==> config.mk <==
export PLATFORM = sky130hd
export DESIGN_NAME = transfer_reg_serial_flat
export DESIGN_NICKNAME = d
export VERILOG_FILES = /design/src/rtl/transfer_reg_serial_if.sv /design/src/rtl/transfer_reg_serial.sv /design/src/flat_wrapper.sv
export SDC_FILE = /design/constraint.sdc
export NUM_CORES = 1
export LEC_CHECK = 0
export CORE_ASPECT_RATIO = 0.6
export CORE_MARGIN = 5
export CORE_UTILIZATION = 58
export CTS_CLUSTER_DIAMETER = 120
export DETAILED_ROUTE_END_ITERATION = 10
export PLACE_DENSITY_LB_ADDON = 0.25
export SLEW_MARGIN = 20
export SYNTH_ARGS = -nofsm -noshare
export SYNTH_HDL_FRONTEND = slang
export SYNTH_SLANG_ARGS = --single-unit
==> constraint.sdc <==
create_clock -name CLK -period 3.8 [get_ports CLK]
set_input_delay 0.38 -clock CLK [delete_from_list [all_inputs] [get_ports CLK]]
set_output_delay 0.38 -clock CLK [all_outputs]
set_load 0.05 [all_outputs]
==> src/rtl/transfer_reg_serial_if.sv <==
// Bus bundle for the serial-to-parallel transfer register.
//
// Strobe semantics: BIT_STB is a one-cycle qualifier. SDATA, SPAR and
// SYL_START carry meaning only on a cycle where BIT_STB=1. There is no
// back-pressure on the serial side. HOLD is a level that defers the
// parallel load, and TRVALID is a one-cycle pulse that marks a new TRV
// value. STATE_DBG mirrors the internal FSM state.
interface transfer_reg_serial_if;
  logic        BIT_STB;
  logic        SYL_START;
  logic        SDATA;
  logic        SPAR;
  logic        HOLD;
  logic        PERR_CLR;
  logic [12:0] TRV;
  logic        TRVALID;
  logic        BUSY;
  logic        PERR;
  logic        OVR;
  logic [3:0]  ERRCNT;
  logic [1:0]  STATE_DBG;

  // Producer of the serial stream and consumer of the parallel word
  modport master (
    output BIT_STB, SYL_START, SDATA, SPAR, HOLD, PERR_CLR,
    input  TRV, TRVALID, BUSY, PERR, OVR, ERRCNT, STATE_DBG
  );

  // The transfer register itself
  modport slave (
    input  BIT_STB, SYL_START, SDATA, SPAR, HOLD, PERR_CLR,
    output TRV, TRVALID, BUSY, PERR, OVR, ERRCNT, STATE_DBG
  );
endinterface

==> src/rtl/transfer_reg_serial.sv <==
// Serial-to-parallel transfer register. It shifts in 13 data bits (TR1
// first, into TRV[0]) and then one parity bit. A good syllable is copied
// to TRV, or deferred while HOLD is high. A bad syllable sets the sticky
// error flags. The shadow register stays internal, so TRV only changes
// on a TRVALID edge.
module transfer_reg_serial #(
  parameter bit PARITY_ODD = 1'b1
) (
  input logic                   CLK,
  input logic                   RESET,
  transfer_reg_serial_if.slave  bus
);

  typedef enum logic [1:0] {
    IDLE  = 2'd0,
    SHIFT = 2'd1,
    PAR   = 2'd2,
    WAIT  = 2'd3
  } state_e;

  state_e      state_q, state_d;
  logic [12:0] shadow_q, shadow_d;
  logic [3:0]  count_q, count_d;
  logic [12:0] trv_q, trv_d;
  logic        trvalid_q, trvalid_d;
  logic        perr_q, perr_d;
  logic        ovr_q, ovr_d;
  logic [3:0]  errcnt_q, errcnt_d;
  logic        perr_set;
  logic        ovr_set;
  logic        start;
  logic        parity_ok;

  // A new syllable is only recognised when it coincides with a bit strobe
  assign start     = bus.BIT_STB & bus.SYL_START;
  assign parity_ok = ((^shadow_q) ^ bus.SPAR) == PARITY_ODD;

  // Next-state, datapath and flag update
  always_comb begin
    state_d   = state_q;
    shadow_d  = shadow_q;
    count_d   = count_q;
    trv_d     = trv_q;
    trvalid_d = 1'b0;
    perr_set  = 1'b0;
    ovr_set   = 1'b0;
    errcnt_d  = errcnt_q;

    case (state_q)
      IDLE: begin
        if (start) begin
          shadow_d = {12'd0, bus.SDATA};
          count_d  = 4'd1;
          state_d  = SHIFT;
        end
      end
      SHIFT: begin
        if (start) begin
          ovr_set  = 1'b1;
          shadow_d = {12'd0, bus.SDATA};
          count_d  = 4'd1;
        end else if (bus.BIT_STB) begin
          shadow_d[count_q] = bus.SDATA;
          count_d           = count_q + 4'd1;
          if (count_q == 4'd12) state_d = PAR;
        end
      end
      PAR: begin
        if (start) begin
          ovr_set  = 1'b1;
          shadow_d = {12'd0, bus.SDATA};
          count_d  = 4'd1;
          state_d  = SHIFT;
        end else if (bus.BIT_STB) begin
          if (!parity_ok) begin
            perr_set = 1'b1;
            if (errcnt_q != 4'hF) errcnt_d = errcnt_q + 4'd1;
            state_d = IDLE;
          end else if (bus.HOLD) begin
            state_d = WAIT;
          end else begin
            trv_d     = shadow_q;
            trvalid_d = 1'b1;
            state_d   = IDLE;
          end
        end
      end
      WAIT: begin
        if (start) begin
          ovr_set  = 1'b1;
          shadow_d = {12'd0, bus.SDATA};
          count_d  = 4'd1;
          state_d  = SHIFT;
        end else if (!bus.HOLD) begin
          trv_d     = shadow_q;
          trvalid_d = 1'b1;
          state_d   = IDLE;
        end
      end
      default: state_d = IDLE;
    endcase

    // A new error in the same cycle as a clear leaves the flag set
    perr_d = perr_set | (perr_q & ~bus.PERR_CLR);
    ovr_d  = ovr_set  | (ovr_q  & ~bus.PERR_CLR);
  end

  // State and datapath registers with synchronous reset
  always_ff @(posedge CLK) begin
    if (RESET) begin
      state_q   <= IDLE;
      shadow_q  <= 13'd0;
      count_q   <= 4'd0;
      trv_q     <= 13'd0;
      trvalid_q <= 1'b0;
      perr_q    <= 1'b0;
      ovr_q     <= 1'b0;
      errcnt_q  <= 4'd0;
    end else begin
      state_q   <= state_d;
      shadow_q  <= shadow_d;
      count_q   <= count_d;
      trv_q     <= trv_d;
      trvalid_q <= trvalid_d;
      perr_q    <= perr_d;
      ovr_q     <= ovr_d;
      errcnt_q  <= errcnt_d;
    end
  end

  assign bus.TRV       = trv_q;
  assign bus.TRVALID   = trvalid_q;
  assign bus.BUSY      = (state_q != IDLE);
  assign bus.PERR      = perr_q;
  assign bus.OVR       = ovr_q;
  assign bus.ERRCNT    = errcnt_q;
  assign bus.STATE_DBG = state_q;

endmodule

==> src/flat_wrapper.sv <==
// flat-port wrapper written by rule: the top's interface ports become plain ports
module transfer_reg_serial_flat 
#(
  parameter bit PARITY_ODD = 1'b1
)
  (CLK, RESET, bus_BIT_STB, bus_SYL_START, bus_SDATA, bus_SPAR, bus_HOLD, bus_PERR_CLR, bus_TRV, bus_TRVALID, bus_BUSY, bus_PERR, bus_OVR, bus_ERRCNT, bus_STATE_DBG);
  transfer_reg_serial_if bus_i ();
  input logic CLK;
  input logic RESET;
  input wire logic [$bits(bus_i.BIT_STB)-1:0] bus_BIT_STB;
  input wire logic [$bits(bus_i.SYL_START)-1:0] bus_SYL_START;
  input wire logic [$bits(bus_i.SDATA)-1:0] bus_SDATA;
  input wire logic [$bits(bus_i.SPAR)-1:0] bus_SPAR;
  input wire logic [$bits(bus_i.HOLD)-1:0] bus_HOLD;
  input wire logic [$bits(bus_i.PERR_CLR)-1:0] bus_PERR_CLR;
  output wire logic [$bits(bus_i.TRV)-1:0] bus_TRV;
  output wire logic [$bits(bus_i.TRVALID)-1:0] bus_TRVALID;
  output wire logic [$bits(bus_i.BUSY)-1:0] bus_BUSY;
  output wire logic [$bits(bus_i.PERR)-1:0] bus_PERR;
  output wire logic [$bits(bus_i.OVR)-1:0] bus_OVR;
  output wire logic [$bits(bus_i.ERRCNT)-1:0] bus_ERRCNT;
  output wire logic [$bits(bus_i.STATE_DBG)-1:0] bus_STATE_DBG;
  assign bus_i.BIT_STB = bus_BIT_STB;
  assign bus_i.SYL_START = bus_SYL_START;
  assign bus_i.SDATA = bus_SDATA;
  assign bus_i.SPAR = bus_SPAR;
  assign bus_i.HOLD = bus_HOLD;
  assign bus_i.PERR_CLR = bus_PERR_CLR;
  assign bus_TRV = bus_i.TRV;
  assign bus_TRVALID = bus_i.TRVALID;
  assign bus_BUSY = bus_i.BUSY;
  assign bus_PERR = bus_i.PERR;
  assign bus_OVR = bus_i.OVR;
  assign bus_ERRCNT = bus_i.ERRCNT;
  assign bus_STATE_DBG = bus_i.STATE_DBG;
  transfer_reg_serial #(.PARITY_ODD(PARITY_ODD)) u_core (.CLK(CLK), .RESET(RESET), .bus(bus_i));
endmodule
# Yosys cells after proc, flatten, opt, wreduce, memory -nomap -nowiden
# Index checks and enable logic that the tools add are counted.
[word_totals]
reg_bits = 39
in_bits = 8
out_inout_bits = 23
[classes]
eq_ne = 17
mux = 40
n_reduce_logical = 11
bitwise = 9
add_sub_neg = 2
n_lt_le_gt_ge = 2
[op_table]
columns = ["cell", "n"]
rows = [
  ["13-bit 2-to-1 mux", 8],
  ["13-bit case mux with 2 select lines", 2],
  ["2-bit 2-to-1 mux", 10],
  ["13-bit bitwise mux", 1],
  ["13-bit parity", 1],
  ["1-bit 2-to-1 mux", 12],
  ["4-bit 2-to-1 mux", 3],
  ["2-bit inequality test (second input constant)", 5],
  ["5-bit AND reduction", 2],
  ["3-bit by 2-bit inequality test with 1-bit output (second input constant)", 3],
  ["4-bit by 1-bit adder with 4-bit output (second input constant)", 2],
  ["2-bit by 1-bit inequality test with 1-bit output (second input constant)", 4],
  ["2-bit case mux with 4 select lines", 1],
  ["4-bit case mux with 2 select lines", 1],
  ["6-bit AND reduction", 1],
  ["3-bit OR reduction", 2],
  ["4-bit by 5-bit < comparator with 1-bit output (second input constant)", 1],
  ["1-bit demux with 4-bit select", 1],
  ["2-bit == test (second input constant)", 2],
  ["4-bit == test (second input constant)", 1],
  ["4-bit by 1-bit >= comparator with 1-bit output (second input constant)", 1],
  ["4-bit inequality test (second input constant)", 1],
  ["2-bit nonzero test", 2],
  ["1-bit bitwise AND", 3],
  ["other kinds (8)", 11],
]

# Depth between registers and ports, before layout
# Gate-level depths: netlist of the first run.
[depth]
ltp_word = 8
mapped_depth = 8

# Worst setup path before layout of the first run
# OpenSTA, ideal clock, no wires.
[synth_timing]
path_kind = "reg-to-reg"
startpoint = "reg u_core.state_q[1], in the netlist u_core.bus.STATE_DBG[1]"
endpoint = "reg u_core.trv_q[3], in the netlist u_core.bus.TRV[3]"
required_time_ns = 3.657
stages_incl_launch_ff = 8
arrival_ns = 2.103
slack_ns = 1.554
n_path_buf = 2
cell_sequence = "dfxtp_1 > clkbuf_1 > inv_1 > nor4_2 > nor2b_1 > clkbuf_1 > a31oi_1 > o311ai_0"
[synth_via]
elab_chain_len = 3
[synth_rtl]
columns = ["element", "line", "rtl"]
rows = [
  ["from (decl)", "transfer_reg_serial.sv:21", "state_e state_q, state_d;"],
  ["from (signal assigned)", "transfer_reg_serial.sv:120", "state_q <= state_d;"],
  ["2-bit == test", "transfer_reg_serial.sv:49", "case (state_q)"],
  ["2-bit inequality test (no line) (tied with other cells)", "--", ""],
  ["5-bit AND reduction (no line)", "--", ""],
  ["to (signal assigned)", "transfer_reg_serial.sv:123", "trv_q <= trv_d;"],
  ["to (decl)", "transfer_reg_serial.sv:24", "logic [12:0] trv_q, trv_d;"],
]
# Several ways; a longest one is shown, not always the timed one.
# A chain may end at the register's enable or synchronous reset.

# Worst setup path after layout of the first run
[layout_timing]
startpoint = "in bus_SYL_START"
endpoint = "reg u_core.trv_q[8], in the netlist u_core.bus.TRV[8]"
[layout_via]
elab_chain_len = 3
[layout_rtl]
columns = ["element", "line", "rtl"]
rows = [
  ["from (decl)", "flat_wrapper.sv:11", "input wire logic [$bits(bus_i.SYL_START)-1:0] bus_SYL_START;"],
  ["1-bit bitwise AND *", "transfer_reg_serial.sv:35", "assign start = bus.BIT_STB & bus.SYL_START;"],
  ["2-bit inequality test (no line)", "--", ""],
  ["5-bit AND reduction (no line) *", "--", ""],
]
# Every way passes the cells marked *; elsewhere a longest branch is shown, timed or not.

==> impl_metrics.csv, run 1 <==
group,metric,value,unit
clock_network,cts-root-buf,"clkbuf_8",
logic_synthesis,syn_area,2160,um^2
logic_synthesis,ys_types,38,
final_layout,num_antenna_cells,0,
clock_network,ctsResizeCount,0,
placement,io_buffers,30,
logic_synthesis,ys_warn_count,0,
clock_network,path_clk_slew,0.08,ns
logic_synthesis,synthDominantCellAreaShare,0.362,
clock_network,cts_tree,"yes",
routing,num_vias,2016,
logic_synthesis,syn_nets,274,
final_layout,multiInputGateArea,1290,um^2
grt,antenna_found_initial,0,
floorplanning,die_area,5080,um^2
placement,place_congestion,0.845,
logic_synthesis,yosysTopAreaCell,"dfxtp_1",
final_layout,final_cell_mix,"45 x nand2_1, 39 x dfxtp_1, 30 x clkdlybuf4s50_1",
clock_network,cts_buffers,5,
final_layout,register_area,781,um^2
routing,post-route-drc-count,0,
logic_synthesis,synthCells,261,
critical_path,path_max_fanout,14,
logic_synthesis,synth.area.top_cells,"dfxtp_1 36%, nand2_1 7.8%, a32o_1 5.1%",
clock_network,clkSinkCount,39,
sta,max_slew_margin,0.459,
sta,fin_crit,2.31,ns
critical_path,crit_path_top_delay_cell,"clkdlybuf4s50_1",
sta,period_share,0.609,
routing,drt_iter0_markers,155,
sta,tns,0,ns
final_layout,fillers,279,
critical_path,worst_setup_path_start_kind,"input pin",
sta,drv_slew,0,
final_layout,syn2layout_area_growth,19.4,%
floorplanning,initial_core_util,0.594,
routing,antenna_left,0,
worst_hold_path,hold_class,"reg2reg",
routing,wl_per_cell,15.1,um
clock_network,clkLatencyLatePin,0.29,ns
final_layout,drive_gt1_frac,0.0634,
critical_path,timing.rr.end,"u_core.bus.ERRCNT[0]$_SDFFE_PP0P_",
critical_path,reg2regPathDepth,6,
sta,worst_pin_slew,0.808,ns
power,p_per_area,301,nW/um^2
logic_synthesis,synthArstFlopShare,0,
critical_path,path_cells,"clkdlybuf4s50_1 -> and4bb_2 -> nand2b_1 -> nor2b_1 -> buf_4 -> a31oi_1 -> o311ai_0",
grt,globalRoute.totalOverflow,0,
clock_network,cts_hold_buf,0,
sta,clock.fmax,0.432,GHz
floorplanning,io_pins,31,
clock_network,cts_buffer_depth,2,
sta,rsz0062_at_grt,"no",
power,p_leak,0.895,nW
routing,vias_per_cell,6.09,
critical_path,crit_start,"bus_SYL_START",
routing,first_pass_iters,5,
sta,setup_viol,0,
logic_synthesis,synth-edff-count,0,
critical_path,arrival,2.46,ns
sta,fin_skew,0.00678,ns
floorplanning,die_h,57.3,um
critical_path,endpoint,"u_core.bus.TRV[8]$_SDFFE_PP0P_",
critical_path,cp.required,3.94,ns
final_layout,nets,297,
floorplanning,row_count,17,
critical_path,cp_slowest_stage_delay,0.54,ns
power,total_power,0.000775,W
critical_path,critPathKind,"in2reg",
grt,grt_max_degree,45,
final_layout,final_common_cell,"nand2_1",
routing,drt_wl_total,5010,um
critical_path,rr_startpoint,"u_core.shadow_q[5]$_SDFFE_PP0P_",
floorplanning,die_w,88.8,um
placement,dpl.hpwl,3550,um
run,drv_cap,0,
logic_synthesis,synth_ff_type,"dfxtp_1",
sta,hold_viol,0,
power,irDropWorstVdd,209,uV
logic_synthesis,avgSynthCellArea,8.27,um^2
logic_synthesis,ys_seq_area_frac,0.362,
grt,grt_pass1_wl,8540,um
grt,grt_pass1_vias,1837,
clock_network,ctsHtreeMaxLevel,2,
critical_path,regToRegSetupSlack,1.51,ns
critical_path,end_kind,"flop",
clock_network,postCtsSetupBuffers,0,
run_status,status,"finished clean",
floorplanning,core,3640,um^2
logic_synthesis,ys_seq_elements,39,
grt,track_usage,0.213,
[stage by stage]
step            util  setup slack (ns)  area [um^2]  instances  hold slack, ns
6_report       0.709              1.49         2580        331           0.506
5_1_grt        0.709              1.33         2580        331           0.545
4_1_cts        0.709              1.50         2580        331           0.507
3_5_place_dp   0.685              1.16         2490        324           0.490
3_3_place_gp   0.685              1.29         2490        324           0.491
2_1_floorplan      -              1.55         2160        261           0.491
[kinds of logic after synthesis]
| logic type | share of synthesized area |
|---|---|
| buffers and inverters | 0.0446 |
| AOI/OAI and AO/OA | 0.202 |
| and+or+nand+nor | 0.282 |
| xor gates and xnor gates | 0.0614 |
| muxes | 0.0197 |
| DFF | 0.362 |
| adders and majority gates | 0.0290 |
[how the worst min path moves through the flow]
stage	endpoint	cells past startpoint	slack [ns]	from
floorplan	u_core.bus.TRV[11]$_SDFFE_PP0P_	2	0.49	u_core.shadow_q[11]$_SDFFE_PP0P_
global placement	u_core.bus.ERRCNT[1]$_SDFFE_PP0P_	2	0.49	u_core.bus.ERRCNT[1]$_SDFFE_PP0P_
detailed placement	u_core.bus.TRV[9]$_SDFFE_PP0P_	2	0.49	u_core.bus.TRV[9]$_SDFFE_PP0P_
CTS	u_core.bus.ERRCNT[1]$_SDFFE_PP0P_	2	0.51	u_core.bus.ERRCNT[1]$_SDFFE_PP0P_
global route	u_core.bus.TRV[10]$_SDFFE_PP0P_	2	0.55	u_core.bus.TRV[10]$_SDFFE_PP0P_
finish	u_core.bus.TRV[9]$_SDFFE_PP0P_	2	0.51	u_core.bus.TRV[9]$_SDFFE_PP0P_
[Yosys cell counts, drive strengths merged (6+ instances only)]
cell type   n
o311ai     13
o21ai       6
xnor2      10
nor2       18
a31oi      13
dfxtp      39
a21oi       8
and3       14
nor3b      14
a32o       11
clkbuf     17
nand2      45
[layer usage]
metal | up-vias | global-route usage | share of wire
met5 | - | 0 | 0
met4 | 0 | 0.0776 | 0.011
met3 | 8 | 0.0592 | 0.068
met2 | 77 | 0.300 | 0.43
met1 | 932 | 0.309 | 0.49
li1 | 999 | - | -
[state kept, by name (all words and copies together), names as in the netlist]
name / count
u_core.bus.TRV: 13
u_core.bus.ERRCNT: 4
u_core.bus.TRVALID: 1
u_core.count_q: 4
u_core.bus.STATE_DBG: 2
u_core.bus.PERR: 1
u_core.shadow_q: 13
u_core.bus.OVR: 1
[area by class of cell]
cell class                      instances  share of cell area
Multi-Input combinational cell        197               0.501
Sequential cell                        39               0.303
Timing Repair Buffer                   35               0.131
Clock buffer                            6              0.0320
Tap cell                               47              0.0228
Inverter                                6             0.00873
Clock inverter                          1             0.00194
[critical path: cells and delay by family]
| family | cells | cell delay [ns] |
|---|---|---|
| buffers and inverters | 2 | 0.73 |
| and+or+nand+nor | 3 | 1.01 |
| AOI/OAI and AO/OA | 2 | 0.33 |
[power breakdown]
group          internal, W  switching [W]
registers         0.000411     0.00000403
clock network     0.000142       0.000140
logic            0.0000260      0.0000512
total             0.000580       0.000196
Power figures use the tool's default switching activity.
==> inputs of run 2 (changes only) <==
--- a/config.mk
+++ b/config.mk
@@ -7,7 +7,7 @@
 export LEC_CHECK = 0
 export CORE_ASPECT_RATIO = 0.6
 export CORE_MARGIN = 5
-export CORE_UTILIZATION = 58
+export CORE_UTILIZATION = 49
 export CTS_CLUSTER_DIAMETER = 120
 export DETAILED_ROUTE_END_ITERATION = 10
 export PLACE_DENSITY_LB_ADDON = 0.25
==> constraint.sdc (replaced) <==
create_clock -name CLK -period 2.1 [get_ports CLK]
set_input_delay 0.21 -clock CLK [delete_from_list [all_inputs] [get_ports CLK]]
set_output_delay 0.21 -clock CLK [all_outputs]
set_load 0.05 [all_outputs]
==> run 2 against run 1 <==
Net effect:
- register-to-register slack lost 1.4 ns
- highest routed layer unchanged
- clock power rose by 100%
- combinational power increased by 110%
- clock skew down 0.0020 ns
- critical path depth decreased by 4
- sequential power rose by 81%
- sequential share of layout area fell by 1.7 points
- hold slack got worse by 0.0023 ns
- final area rose by 6.8%
- final cell count rose by 9.1%
==> impl_metrics.csv, run 2 (synthesized netlist as in run 1, its figures left out) <==
group,metric,value,unit
run_status,status,"finished clean",
sta,setup_viol,0,
sta,worst_pin_slew,0.891,ns
sta,max_slew_margin,0.405,
floorplanning,die_area,5880,um^2
sta,tns,0,ns
power,p_leak,0.987,nW
floorplanning,die_w,95.7,um
worst_hold_path,hold_class,"reg2reg",
clock_network,cts_buffers,5,
clock_network,clkSinkCount,39,
final_layout,drive_gt1_frac,0.133,
critical_path,path_max_fanout,7,
placement,io_buffers,30,
clock_network,cts-root-buf,"clkbuf_8",
routing,antenna_left,0,
final_layout,syn2layout_area_growth,27.5,%
critical_path,critPathKind,"reg2out",
final_layout,utilization,0.657,
clock_network,ctsHtreeMaxLevel,2,
run,drv_cap,0,
placement,dpl_worst_slack,-0.0906,ns
clock_network,clkLatencyLatePin,0.30,ns
clock_network,cts_hold_buf,0,
routing,wl_per_cell,15.1,um
critical_path,worst_setup_path_start_kind,"flop",
sta,fin_crit,1.98,ns
clock_network,cts_buffer_depth,2,
routing,drt_wl_total,5440,um
sta,worst_slack,0.122,ns
sta,drv_slew,0,
floorplanning,die_h,61.4,um
sta,hold_viol,0,
power,p_per_area,538,nW/um^2
sta,rsz0062_at_grt,"no",
floorplanning,initial_core_util,0.516,
routing,vias_per_cell,5.68,
floorplanning,row_count,18,
placement,place_congestion,0.795,
sta,hold_ws,0.504,ns
sta,period_share,0.942,
sta,clock.fmax,0.506,GHz
grt,globalRoute.totalOverflow,0,
grt,antenna_found_initial,0,
grt,grt_max_degree,45,
floorplanning,io_pins,31,
clock_network,cts_tree,"yes",
power,irDropWorstVdd,283,uV
routing,drt_iter0_markers,163,
floorplanning,core,4190,um^2
sta,fin_skew,0.00474,ns
final_layout,final_common_cell,"nand2_1",
final_layout,nets,313,
grt,grt_pass1_vias,1885,
routing,post-route-drc-count,0,
final_layout,final_cell_mix,"45 x nand2_1, 35 x dfxtp_1, 30 x clkdlybuf4s50_1",
placement,dpl.hpwl,3870,um
power,total_power,0.00148,W
critical_path,cp.required,1.89,ns
grt,track_usage,0.203,
final_layout,num_antenna_cells,0,
routing,first_pass_iters,4,
grt,grt_pass1_wl,9050,um
routing,num_vias,2051,
clock_network,path_clk_slew,0.07,ns
critical_path,arrival,1.77,ns
critical_path,end_kind,"output pin",
-- run 2: worst paths after layout --
path	startpoint	endpoint	slack, ns	cells past startpoint
max	u_core.bus.STATE_DBG[0]$_SDFFE_PP0P_	bus_BUSY	0.12	3
min	u_core.bus.TRV[12]$_SDFFE_PP0P_	u_core.bus.TRV[12]$_SDFFE_PP0P_	0.50	2
max reg2reg	u_core.shadow_q[10]$_SDFFE_PP0P_	u_core.bus.STATE_DBG[0]$_SDFFE_PP0P_	0.16	5
min reg2reg	u_core.bus.TRV[12]$_SDFFE_PP0P_	u_core.bus.TRV[12]$_SDFFE_PP0P_	0.50	2
-- run 2: timing repair --
action,in CTS,in global routing
gates cloned,0,0
setup endpoints to repair,4,3
gates resized for setup,1,3
buffers inserted,0,1
pin swaps,1,0
-- run 2: through the flow --
stage / area [um^2] / instances
6_report: 2750 / 361
5_1_grt: 2750 / 361
4_1_cts: 2740 / 360
3_5_place_dp: 2640 / 352
3_3_place_gp: 2640 / 352
2_1_floorplan: 2160 / 261
-- run 2: layout make-up --
| type | instances | area (um^2) |
|---|---|---|
| tap | 60 | 75.1 |
| fill | 369 | 1440 |
| inverter | 6 | 22.5 |
| multi-input combinational | 197 | 1300 |
| sequential | 39 | 786 |
| clock buffer | 8 | 100 |
| timing repair buffer | 51 | 470 |
-- run 2: power by group --
group          internal [W]  switching (W)  leakage (nW)  total (W)
combinational     0.0000634       0.000101         0.619   0.000164
clock              0.000300       0.000268        0.0515   0.000568
sequential         0.000744     0.00000638         0.317   0.000750
total               0.00111       0.000375         0.987    0.00148
-- run 2: worst max-delay path, stage by stage (launching register included) --
cell and delay, ns:
dfxtp_2 0.39, inv_1 0.15, nand2_1 0.12, clkdlybuf4s50_1 0.81
-- run 2: layer usage --
layer,GRT usage,wire length (um),vias up
li1,-,-,1033
met1,0.280,2740,945
met2,0.308,2290,65
met3,0.0501,330,8
met4,0.0789,81,0
met5,0,0,-
==> inputs of run 3 (changes only) <==
--- a/config.mk
+++ b/config.mk
@@ -5,6 +5,7 @@
 export SDC_FILE = /design/constraint.sdc
 export NUM_CORES = 1
 export LEC_CHECK = 0
+export CAP_MARGIN = 10
 export CORE_ASPECT_RATIO = 0.6
 export CORE_MARGIN = 5
 export CORE_UTILIZATION = 49
==> results of run 3 <==
The final DEF is identical to that of run 2; final timing and power are the same.
